File: src/rtl/config_shift_tx_pkg.sv
// Shared definitions for the serial configuration port transmitter.
// Holds the configuration word layout, the FSM state encoding and a packing helper.
package config_shift_tx_pkg;

    localparam int CFG_WIDTH = 33;

    // Configuration word field layout (bit offsets, inclusive)
    localparam int MAX_CTR_MSB    = 32;
    localparam int MAX_CTR_LSB    = 26;
    localparam int CTR_SELECT_MSB = 25;
    localparam int CTR_SELECT_LSB = 24;
    localparam int SCALING_MSB    = 23;
    localparam int SCALING_LSB    = 22;
    localparam int CI_OFFSET_MSB  = 21;
    localparam int CI_OFFSET_LSB  = 11;
    localparam int CR_OFFSET_MSB  = 10;
    localparam int CR_OFFSET_LSB  = 0;

    typedef logic [1:0] state_t;

    localparam state_t ST_IDLE  = 2'd0;
    localparam state_t ST_SHIFT = 2'd1;
    localparam state_t ST_GAP   = 2'd2;
    localparam state_t ST_START = 2'd3;

    // Assemble a configuration word from its fields
    function automatic logic [CFG_WIDTH-1:0] pack_cfg(
        input logic [6:0]  max_ctr,
        input logic [1:0]  ctr_select,
        input logic [1:0]  scaling,
        input logic [10:0] ci_offset,
        input logic [10:0] cr_offset
    );
        return {max_ctr, ctr_select, scaling, ci_offset, cr_offset};
    endfunction

endpackage

File: src/rtl/config_shift_tx.sv
// Serial configuration port transmitter: accepts a parallel word over valid/ready
// and shifts it out LSB-first on shift_data/shift_en, optionally followed by start_out.
// Ports:
//   clk, reset            - clock, synchronous active-high reset
//   word_in, gap,         - word, inter-bit idle cycles, start request;
//   start_after             all sampled on accept
//   word_valid/word_ready - input handshake (ready only in IDLE)
//   shift_en, shift_data  - strobe and serial bit for the receiver shift register
//   start_out             - one-cycle render start pulse
//   busy, done            - activity flag and one-cycle completion pulse
module config_shift_tx
    import config_shift_tx_pkg::*;
#(
    parameter int WIDTH = CFG_WIDTH,
    parameter int GAP_W = 4
) (
    input  logic             clk,
    input  logic             reset,
    input  logic [WIDTH-1:0] word_in,
    input  logic [GAP_W-1:0] gap,
    input  logic             start_after,
    input  logic             word_valid,
    output logic             word_ready,
    output logic             shift_en,
    output logic             shift_data,
    output logic             start_out,
    output logic             busy,
    output logic             done
);

    localparam int BIT_W = $clog2(WIDTH);
    localparam logic [BIT_W-1:0] LAST_BIT = BIT_W'(WIDTH - 1);
    localparam logic [BIT_W-1:0] BIT_ONE  = BIT_W'(1);
    localparam logic [GAP_W-1:0] GAP_ONE  = GAP_W'(1);

    state_t           state;
    logic [WIDTH-1:0] sreg;
    logic [GAP_W-1:0] gap_reg;
    logic [GAP_W-1:0] gap_cnt;
    logic             start_flag;
    logic [BIT_W-1:0] bit_cnt;
    logic             accept;

    assign accept = word_valid & word_ready;

    // Outputs are registered: each branch sets the values that will be
    // visible during the cycle the FSM is entering.
    always_ff @(posedge clk) begin
        if (reset) begin
            state      <= ST_IDLE;
            sreg       <= '0;
            gap_reg    <= '0;
            gap_cnt    <= '0;
            start_flag <= 1'b0;
            bit_cnt    <= '0;
            word_ready <= 1'b1;
            shift_en   <= 1'b0;
            shift_data <= 1'b0;
            start_out  <= 1'b0;
            busy       <= 1'b0;
            done       <= 1'b0;
        end else begin
            done       <= 1'b0;
            start_out  <= 1'b0;
            shift_en   <= 1'b0;
            shift_data <= 1'b0;
            case (state)
                ST_IDLE: begin
                    if (accept) begin
                        sreg       <= word_in;
                        gap_reg    <= gap;
                        start_flag <= start_after;
                        bit_cnt    <= '0;
                        state      <= ST_SHIFT;
                        shift_en   <= 1'b1;
                        shift_data <= word_in[0];
                        word_ready <= 1'b0;
                        busy       <= 1'b1;
                    end
                end
                ST_SHIFT: begin
                    sreg    <= sreg >> 1;
                    bit_cnt <= bit_cnt + BIT_ONE;
                    if (bit_cnt == LAST_BIT) begin
                        if (start_flag) begin
                            state     <= ST_START;
                            start_out <= 1'b1;
                        end else begin
                            state      <= ST_IDLE;
                            done       <= 1'b1;
                            word_ready <= 1'b1;
                            busy       <= 1'b0;
                        end
                    end else if (gap_reg == '0) begin
                        // Back-to-back strobe: next bit is the one
                        // that moves into sreg[0] on this edge.
                        shift_en   <= 1'b1;
                        shift_data <= sreg[1];
                    end else begin
                        gap_cnt <= gap_reg;
                        state   <= ST_GAP;
                    end
                end
                ST_GAP: begin
                    gap_cnt <= gap_cnt - GAP_ONE;
                    if (gap_cnt == GAP_ONE) begin
                        state      <= ST_SHIFT;
                        shift_en   <= 1'b1;
                        shift_data <= sreg[0];
                    end
                end
                ST_START: begin
                    state      <= ST_IDLE;
                    done       <= 1'b1;
                    word_ready <= 1'b1;
                    busy       <= 1'b0;
                end
                default: begin
                    state      <= ST_IDLE;
                    word_ready <= 1'b1;
                    busy       <= 1'b0;
                end
            endcase
        end
    end

endmodule

File: config.mk
export PLATFORM = sky130hd
export DESIGN_NAME = config_shift_tx
export DESIGN_NICKNAME = d
export VERILOG_FILES = /design/src/rtl/config_shift_tx_pkg.sv /design/src/rtl/config_shift_tx.sv
export SDC_FILE = /design/constraint.sdc
export NUM_CORES = 1
export LEC_CHECK = 0
export ABC_AREA = 1
export BUFFER_PORTS_ARGS = -buffer_cell sky130_fd_sc_hd__buf_2
export CAP_MARGIN = 20
export CELL_PAD_IN_SITES_DETAIL_PLACEMENT = 1
export CELL_PAD_IN_SITES_GLOBAL_PLACEMENT = 1
export CORE_MARGIN = 1
export CORE_UTILIZATION = 30
export CTS_BUF_LIST = sky130_fd_sc_hd__clkbuf_4 sky130_fd_sc_hd__clkbuf_8 sky130_fd_sc_hd__clkbuf_16
export CTS_CLUSTER_SIZE = 24
export DETAILED_ROUTE_END_ITERATION = 16
export PLACE_DENSITY_LB_ADDON = 0.25
export SYNTH_ARGS = -nofsm -noshare
export SYNTH_HDL_FRONTEND = slang
export SYNTH_SLANG_ARGS = --single-unit
File: constraint.sdc
create_clock -name clk -period 1.5 [get_ports clk]
set_input_delay 0 -clock clk [delete_from_list [all_inputs] [get_ports clk]]
set_output_delay 0 -clock clk [all_outputs]
set_load 0.05 [all_outputs]
# After elaboration in Yosys (flattened, before gate mapping)
# Cells that the tools add are included.
dict set report totals {
  regBits 56
  out_inout_bits 6
  in_bits 41
  word_cells 75
}
dict set report op_classes {
  addsub 2
  n_reduce_logical 11
  n_bitwise 3
  mux 35
  eq_ne 12
}
# cell n
set op_table {}
lappend op_table {{$pmux W33 S2} 1}
lappend op_table {{$mux W33} 1}
lappend op_table {{$mux W1} 17}
lappend op_table {{$ne A2 B2 Y1 const B} 6}
lappend op_table {{$pmux W1 S3} 4}
lappend op_table {{$pmux W6 S2} 1}
lappend op_table {{$mux W2} 5}
lappend op_table {{$mux W4} 2}
lappend op_table {{$pmux W2 S4} 1}
lappend op_table {{$pmux W4 S2} 1}
lappend op_table {{$add A6 B1 Y6 const B} 1}
lappend op_table {{$eq A6 B6 Y1 const B} 1}
lappend op_table {{$mux W6} 1}
lappend op_table {{$reduce_and A3 Y1} 2}
lappend op_table {{$eq A2 B2 Y1 const B} 2}
lappend op_table {{$eq A4 B1 Y1 const B} 1}
lappend op_table {{$logic_not A4 Y1} 1}
lappend op_table {{$reduce_and A2 Y1} 2}
lappend op_table {{$reduce_and A4 Y1} 1}
lappend op_table {{$reduce_bool A2 Y1} 2}
lappend op_table {{$sub A4 B1 Y4 const B} 1}
lappend op_table {{$ne A3 B3 Y1 const B} 1}
lappend op_table {{$reduce_bool A3 Y1} 1}
lappend op_table {{$reduce_or A3 Y1} 1}
lappend op_table {{other kinds (5)} 6}

# Depth between registers and ports, before layout
# Gate-level depths: netlist of run 1.
dict set report logic_depth {
  word_depth 4
  depth_mapped 11
  depth_no_buf 11
}

# Worst setup path after synthesis of run 1
# Ideal clock, no wire load.
dict set report synth_timing {
  path_kind {register -> register}
  start {reg word_ready}
  end {reg bit_cnt[5]}
  path_buffers 0
  path_stages_with_launch 8
  slack_ns 0.050
  synth_period_minus_slack_ns 1.450
  setup_ns 0.121
  arrival_ns 1.329
  required_time_ns 1.379
  cell_sequence {dfxtp_1 -> nand3_2 -> nand2_4 -> nand2_1 -> nor2_2 -> nand3_1 -> nand2_1 -> nor2_1}
}
dict set report synth_via {
  elab_chain_cells 3
}
# element line
set synth_rtl {}
lappend synth_rtl {{start, declared} config_shift_tx.sv:23} ;# output logic word_ready,
lappend synth_rtl {{start signal, assigned} config_shift_tx.sv:56} ;# word_ready <= 1'b1;
lappend synth_rtl {{start signal, assigned} config_shift_tx.sv:77} ;# word_ready <= 1'b0;
lappend synth_rtl {{start signal, assigned} config_shift_tx.sv:91} ;# word_ready <= 1'b1;
lappend synth_rtl {{$and A1 B1 Y1} config_shift_tx.sv:44} ;# assign accept = word_valid & word_ready;
lappend synth_rtl {{$ne A2 B2 Y1 (no line)} -}
lappend synth_rtl {{$reduce_and A2 Y1 (no line)} -}
lappend synth_rtl {{end signal, assigned} config_shift_tx.sv:83} ;# bit_cnt <= bit_cnt + BIT_ONE;
lappend synth_rtl {{end, declared} config_shift_tx.sv:41} ;# logic [BIT_W-1:0] bit_cnt;
# Every way passes these cells.
# A chain may end at the register's enable or synchronous reset.

# Worst setup path in the final report of run 1
dict set report layout_timing {
  start {reg state[0]}
  end {reg gap_cnt[0]}
}
dict set report layout_via {
  elab_chain_cells 3
  elab_cells_between_ends 7
  classes_between {4 x eq/ne; 1 x mux; 2 x reduce/logical}
}
# element line
set layout_rtl {}
lappend layout_rtl {{start, declared} config_shift_tx.sv:36} ;# state_t state;
lappend layout_rtl {{start signal, assigned} config_shift_tx.sv:50} ;# state <= ST_IDLE;
lappend layout_rtl {{start signal, assigned} config_shift_tx.sv:74} ;# state <= ST_SHIFT;
lappend layout_rtl {{start signal, assigned} config_shift_tx.sv:86} ;# state <= ST_START;
lappend layout_rtl {{$eq A2 B1 Y1 or $eq A2 B2 Y1 (tied branches)} config_shift_tx.sv:67} ;# case (state)
lappend layout_rtl {{$ne A2 B2 Y1 (no line) or $reduce_bool A2 Y1 (tied branches)} -}
lappend layout_rtl {{$reduce_and A3 Y1 (no line)} -}
lappend layout_rtl {{end signal, assigned} config_shift_tx.sv:100} ;# gap_cnt <= gap_reg;
lappend layout_rtl {{end signal, assigned} config_shift_tx.sv:105} ;# gap_cnt <= gap_cnt - GAP_ONE;
lappend layout_rtl {{end, declared} config_shift_tx.sv:39} ;# logic [GAP_W-1:0] gap_cnt;
# Parallel ways exist; a longest one is shown, timed or not.

==> impl_metrics.yaml, run 1 <==
run_status:
  status: "finished, final reports clean"
sta:
  max_slew_margin_pct: 79.5
  clock.fmax_mhz: 706
  fin_worst_hold_slack_ps: 191
  setup_viol: 0
  worst_pin_slew_ps: 308
  layout_min_cycle_time_ps: 1420
  worst_clock_skew_ps: 13.4
  final_total_negative_setup_slack_ps: 0
  fin_crit_sh_pct: 94.5
  setup_ws_ps: 82.7
  finalHoldViolCount: 0
  drv_slew: 0
worst_hold_path:
  min-delay-start: "word_valid"
  min-delay-path-class: "input port to flip-flop"
  min_to: "shift_en"
  worst_hold_path.num_cells: 4
power_and_ir_drop:
  power.internal_mw: 3.68
  comb_power_share_pct: 47.9
  seqPwrFrac_pct: 38.4
  total_switching_power_mw: 2.62
  clock_power_share_pct: 13.8
  total_leakage_power_nw: 1.58
  cellPowerDensity_nw_per_um2: 1740
  power.share.switching_pct: 41.6
  power_mw: 6.31
  vdd_ir_drop_max_mv: 0.696
critical_path:
  critPathMaxStageDelay_ps: 370
  r2r_start: "state[0]"
  reg2reg_depth: 9
  cp_max_fo: 6
  critical_path.startpoint_type: "flip-flop"
  crit_path_cell_trace: "buf_4 -> ha_4 -> buf_4 -> nand2_1 -> nand2_1 -> nand2_1 -> inv_1 -> nor2_1 -> nor2_1"
  path_class: "flip-flop to flip-flop"
  sort_of_element_at_the_end_of_the_critical_path: "flip-flop"
  regToRegEndpoint: "gap_cnt[0]"
  cpMostUsedCell: "nand2_1"
  reg2reg_slack_ps: 80
  slowest_stage: "dfxtp_4"
  worst-endpoint-arrival_ps: 1630
  cp.required_ps: 1710
floorplan:
  start_util_pct: 31.3
  die_width_um: 95.3
  design.die.area_um2: 9090
  die_h_um: 95.3
  std_cell_rows: 33
  num_ports: 47
  core-area_um2: 8340
synth:
  largest_family_of_logic_cells_by_synthesized_area: "simple AND/OR/NAND/NOR gates"
  synth_seq_area_share_pct: 42.9
  synthSimpleGateAreaFrac_pct: 25.3
  synthesized_netlist_net_count: 413
  synth_warnings: 0
  yosys_register_bits: 56
  synthesis.area_um2: 2610
  syn_area_per_cell_um2: 7.18
  post_synth_fa_ha_maj_area_fraction_pct: 3.83
  synth_largest_type_area_fraction_pct: 42.9
  syn_inst: 364
  synth.lib_cells_used.distinct: 26
  netlist_top_cells_area: "dfxtp_1 (43%), nand2_1 (15%), a31oi_1 (7.9%), o21ai_0 (7.9%), inv_1 (4.0%)"
  yosys.area_share.xor_xnor_pct: 0
  synth_largest_area_cell: "dfxtp_1"
  synth-compound-area-share_pct: 19.2
  fraction_of_synthesized_area_in_multiplexers_pct: 0
drt:
  drc: 0
  initial_drt_markers: 51
  wire_per_inst_um: 13.5
  detail_route.wirelength_mm: 7.61
  via_per_inst: 4.81
  number_of_optimization_iterations_in_the_first_detailed_route_pass: 4
  detailroute.via_count: 2710
  postRouteAntennaNets: 0
global_route:
  grt_pass1_vias: 2747
  total_global_route_track_usage_pct: 17.7
  grt_remaining_overflow: 0
  largest_net_degree_at_the_start_of_global_routing: 35
  number_of_antenna_violations_at_the_first_check_in_global_routing: 0
  global_route_wire_length_before_repair_mm: 12.4
cts:
  cts.sink_count: 56
  clock_latency_ps: 320
  clockRootBuffer: "clkbuf_8"
  ctsHtreeMaxLevel: 2
  cts_tree: "done"
  ctsLongestPathBuffers: 2
  cts_made_buffers: 5
  clk_pin_slew_ps: 100
place:
  place_congestion: 0.790
  detailed_place_hpwl_mm: 4.92
  port-buffer-count: 46
  placedInstanceArea_um2: 3050
  pre_cts_slack_ps: -52.2
final_layout:
  final_common_cell: "nand2_1"
  final_net_count: 506
  largest_register_ff_count: 33
  syn_to_final_growth_pct: 38.8
  final_area_um2: 3630
  largest_registers: "sreg (33), bit_cnt (6)"
  registers.top_by_ff_count: "sreg"
  antenna_cells: 0
  drive_above_1_share_pct: 20.3
  layout.cells.most_common_list: "nand2_1 (106), dfxtp_1 (53), buf_2 (46), o21ai_0 (41), dlygate4sd3_1 (39)"
run:
  max-cap-violations: 0
[final cells by class]
| type | count | area, um^2 |
|---|---|---|
| inverter | 29 | 114 |
| timing repair buffer | 107 | 836 |
| clock inverter | 2 | 16.3 |
| fill | 1076 | 4710 |
| sequential | 56 | 1130 |
| multi-input combinational | 258 | 1330 |
| clock buffer | 6 | 76.3 |
| tap | 105 | 131 |
[repair_timing]
action | in CTS | in global routing
buffers inserted | 0 | 3
resized for setup | 5 | 14
hold buffers | 39 | 0
hold endpoints to repair | 43 | 0
endpoints found under the setup margin | 12 | 25
pin swaps | 1 | 6
[routing by layer]
metal	track usage [%]	vias to the layer above	share of wire [%]
li1	-	1393	-
met1	20.9	1268	47
met2	32.1	37	49
met3	2.71	12	2.2
met4	5.93	0	1.9
met5	0	-	0
[synthesized netlist by cell type (all sizes together)]
master / n
a211oi: 1
a21boi: 1
a21oi: 12
a31oi: 33
buf: 20
clkbuf: 1
dfxtp: 56
ha: 8
inv: 29
nand2: 109
nand3: 14
nand3b: 2
nand4: 5
nor2: 24
nor3: 3
o21ai: 43
o22ai: 1
or2: 2
[power groups by stage]
stage	Combinational [mW]	Sequential (mW)	Clock (mW)
6_report	3.02	2.42	0.869
5_1_grt	3.40	2.50	0.954
4_1_cts	2.92	2.40	0.897
3_5_place_dp	2.78	2.42	0
3_3_place_gp	2.70	2.40	0
2_1_floorplan	1.82	2.48	0
[critical path: cells and delay by family (launching register included)]
kind | cells | cell delay, ps
adder cells (fa/ha/maj) | 1 | 180
buffers and inverters | 3 | 360
flip-flops | 1 | 370
AND/OR/NAND/NOR | 5 | 420
[cells by family (layout without fill, tap and decap cells)]
family	Yosys count	in the layout
AO/OA/AOI/OAI	91	91
adder cells (fa/ha/maj)	8	8
AND/OR/NAND/NOR	159	159
flip-flops	56	56
buffers and inverters	50	144
[worst max path at each step]
stage               start         end  slack [ps]
2_1_floorplan  word_ready  bit_cnt[5]          50
3_3_place_gp     state[0]    state[0]         100
3_5_place_dp     state[0]  bit_cnt[5]         -50
4_1_cts          state[1]  bit_cnt[5]           4
5_1_grt          state[0]    state[0]         -20
6_report         state[0]  gap_cnt[0]          80
[through the flow]
step	instances	util (%)
3_5_place_dp	513	36.5
6_report	563	43.5
2_1_floorplan	364	-
5_1_grt	563	43.5
4_1_cts	560	42.6
3_3_place_gp	513	36.5
No activity file was read; power rests on OpenSTA's default activity.
==> inputs of run 2 (changes only) <==
==> constraint.sdc (replaced) <==
create_clock -name clk -period 1.3 [get_ports clk]
set_input_delay 0 -clock clk [delete_from_list [all_inputs] [get_ports clk]]
set_output_delay 0 -clock clk [all_outputs]
set_load 0.05 [all_outputs]
==> run 2 against run 1 <==
Net effect: non-clock buffer count grew 23; the flow now finishes with violations (negative setup slack); sequential power grew 18%; clock power grew 36%; via count grew 5.3%; register-to-register slack lost 190 ps; sequential cell count is the same; setup slack lost 190 ps; combinational power grew 58%; fmax grew 0.38%.
==> impl_metrics.yaml, run 2 (same netlist as run 1, synthesis figures left out) <==
final_layout:
  registers.top_by_ff_count: "sreg"
  antenna_cells: 0
  largest_register_ff_count: 33
  final_common_cell: "nand2_1"
  syn_to_final_growth_pct: 56.2
  largest_registers: "sreg (33), bit_cnt (6)"
  final_net_count: 529
  layout.cells.most_common_list: "nand2_1 (95), dfxtp_1 (51), buf_2 (47), dlygate4sd3_1 (39), a31oi_1 (32)"
  drive_above_1_share_pct: 34.1
sta:
  fin_crit_sh_pct: 109
  worst_pin_slew_ps: 286
  fin_worst_hold_slack_ps: 220
  drv_slew: 0
  setup_ws_ps: -112
  grt_setup_unrepaired: "true"
  finalHoldViolCount: 0
  layout_min_cycle_time_ps: 1410
  max_slew_margin_pct: 80.8
  final_total_negative_setup_slack_ps: -2640
  worst_clock_skew_ps: 7.61
  clock.fmax_mhz: 708
  setup_viol: 45
global_route:
  total_global_route_track_usage_pct: 18.3
  largest_net_degree_at_the_start_of_global_routing: 34
  grt_remaining_overflow: 0
  grt_pass1_vias: 2862
  global_route_wire_length_before_repair_mm: 13.0
  number_of_antenna_violations_at_the_first_check_in_global_routing: 0
power_and_ir_drop:
  cellPowerDensity_nw_per_um2: 2160
  power_mw: 8.81
  vdd_ir_drop_max_mv: 0.990
  total_leakage_power_nw: 1.76
critical_path:
  worst-endpoint-arrival_ps: 1630
  reg2reg_slack_ps: -110
  sort_of_element_at_the_end_of_the_critical_path: "flip-flop"
  critical_path.startpoint_type: "flip-flop"
  regToRegEndpoint: "sreg[5]"
  cp.buffers_inverters: 4
  reg2reg_depth: 9
  critical_path.top_delay_family: "buffers and inverters"
  cp.required_ps: 1510
  critPathMaxStageDelay_ps: 380
  r2r_start: "state[0]"
  path_class: "flip-flop to flip-flop"
  slowest_stage: "dfxtp_4"
  cp_max_fo: 7
  crit_path_cell_trace: "inv_4 -> ha_4 -> inv_2 -> nand2_2 -> nand2_4 -> buf_12 -> clkbuf_16 -> o21ai_0 -> a31oi_1"
drt:
  drc: 0
  wire_per_inst_um: 14.2
  detail_route.wirelength_mm: 8.32
  initial_drt_markers: 38
  postRouteAntennaNets: 0
  number_of_optimization_iterations_in_the_first_detailed_route_pass: 6
  via_per_inst: 4.87
  detailroute.via_count: 2853
place:
  place_congestion: 0.753
  port-buffer-count: 46
  detailed_place_hpwl_mm: 4.97
floorplan:
  start_util_pct: 31.3
  std_cell_rows: 33
  num_ports: 47
  die_width_um: 95.3
  core-area_um2: 8340
  die_h_um: 95.3
  design.die.area_um2: 9090
cts:
  ctsLongestPathBuffers: 2
  cts_tree: "done"
  cts_made_buffers: 5
  clockRootBuffer: "clkbuf_8"
  cts.sink_count: 56
  clock_latency_ps: 320
  clk_pin_slew_ps: 100
  ctsHtreeMaxLevel: 2
worst_hold_path:
  min_to: "start_flag"
  min-delay-start: "word_valid"
  min-delay-path-class: "input port to flip-flop"
  worst_hold_path.num_cells: 4
run:
  max-cap-violations: 0
run_status:
  failed_checks: "negative setup slack"
  status: "finished, violations left"
==> run 2: changes by cell type in the layout (fill, tap and decap cells not counted), sizes merged <==
cell / delta
bufinv: +1
clkinvlp: -1
buf: +21
clkbuf: +2
==> run 2: worst max path at each step <==
stage / from / end / slack (ps) / cells after the start
floorplan: state[1] / sreg[10] / -20 / 8
global placement: state[0] / shift_data / -180 / 7
detailed placement: state[1] / sreg[27] / -260 / 7
CTS: state[0] / bit_cnt[5] / -80 / 11
global route: state[1] / state[0] / -200 / 9
finish: state[0] / sreg[5] / -110 / 9
==> run 2: per-stage QoR <==
step                area, um^2  std cells  utilization [%]  setup slack, ps
global placement          3100        523             37.2             -179
global route              4080        586             49.0             -205
floorplan                 2620        364                -            -15.1
detailed placement        3100        523             37.2             -260
CTS                       3850        580             46.1            -81.7
finish                    4080        586             49.0             -112
==> run 2: per-layer routing <==
layer | up-vias | share of wire [%] | GRT usage (%)
li1 | 1446 | - | -
met1 | 1354 | 46 | 22.0
met2 | 40 | 51 | 32.6
met3 | 13 | 2.1 | 3.11
met4 | 0 | 1.6 | 6.57
met5 | - | 0 | 0
==> run 2: tightest hold or removal path, cell delays in order <==
cell,delay (ps)
buf_2,120
nand3_4,110
buf_4,190
a21oi_1,80
==> run 2: cell type report <==
type / instances / area (um^2)
Timing Repair Buffer: 130 / 1100
Clock inverter: 2 / 35.0
Multi-Input combinational cell: 258 / 1490
Tap cell: 105 / 131
Sequential cell: 56 / 1130
Clock buffer: 6 / 76.3
Fill cell: 1025 / 4260
Inverter: 29 / 129
==> run 2: report_power, final <==
| part | leakage [nW] | total, mW | internal, mW | switching (mW) |
|---|---|---|---|---|
| logic | 1.24 | 4.77 | 2.19 | 2.58 |
| registers | 0.462 | 2.86 | 2.42 | 0.435 |
| clock network | 0.0586 | 1.18 | 0.594 | 0.586 |
| total | 1.76 | 8.81 | 5.20 | 3.60 |
==> run 2: repair_timing <==
item	in CTS	in global routing
gates resized for setup	69	53
setup endpoints to repair	55	51
setup buffers	8	4
hold buffers	39	0
gates cloned	2	2
endpoints found under the hold margin	43	0
pin swaps	9	12
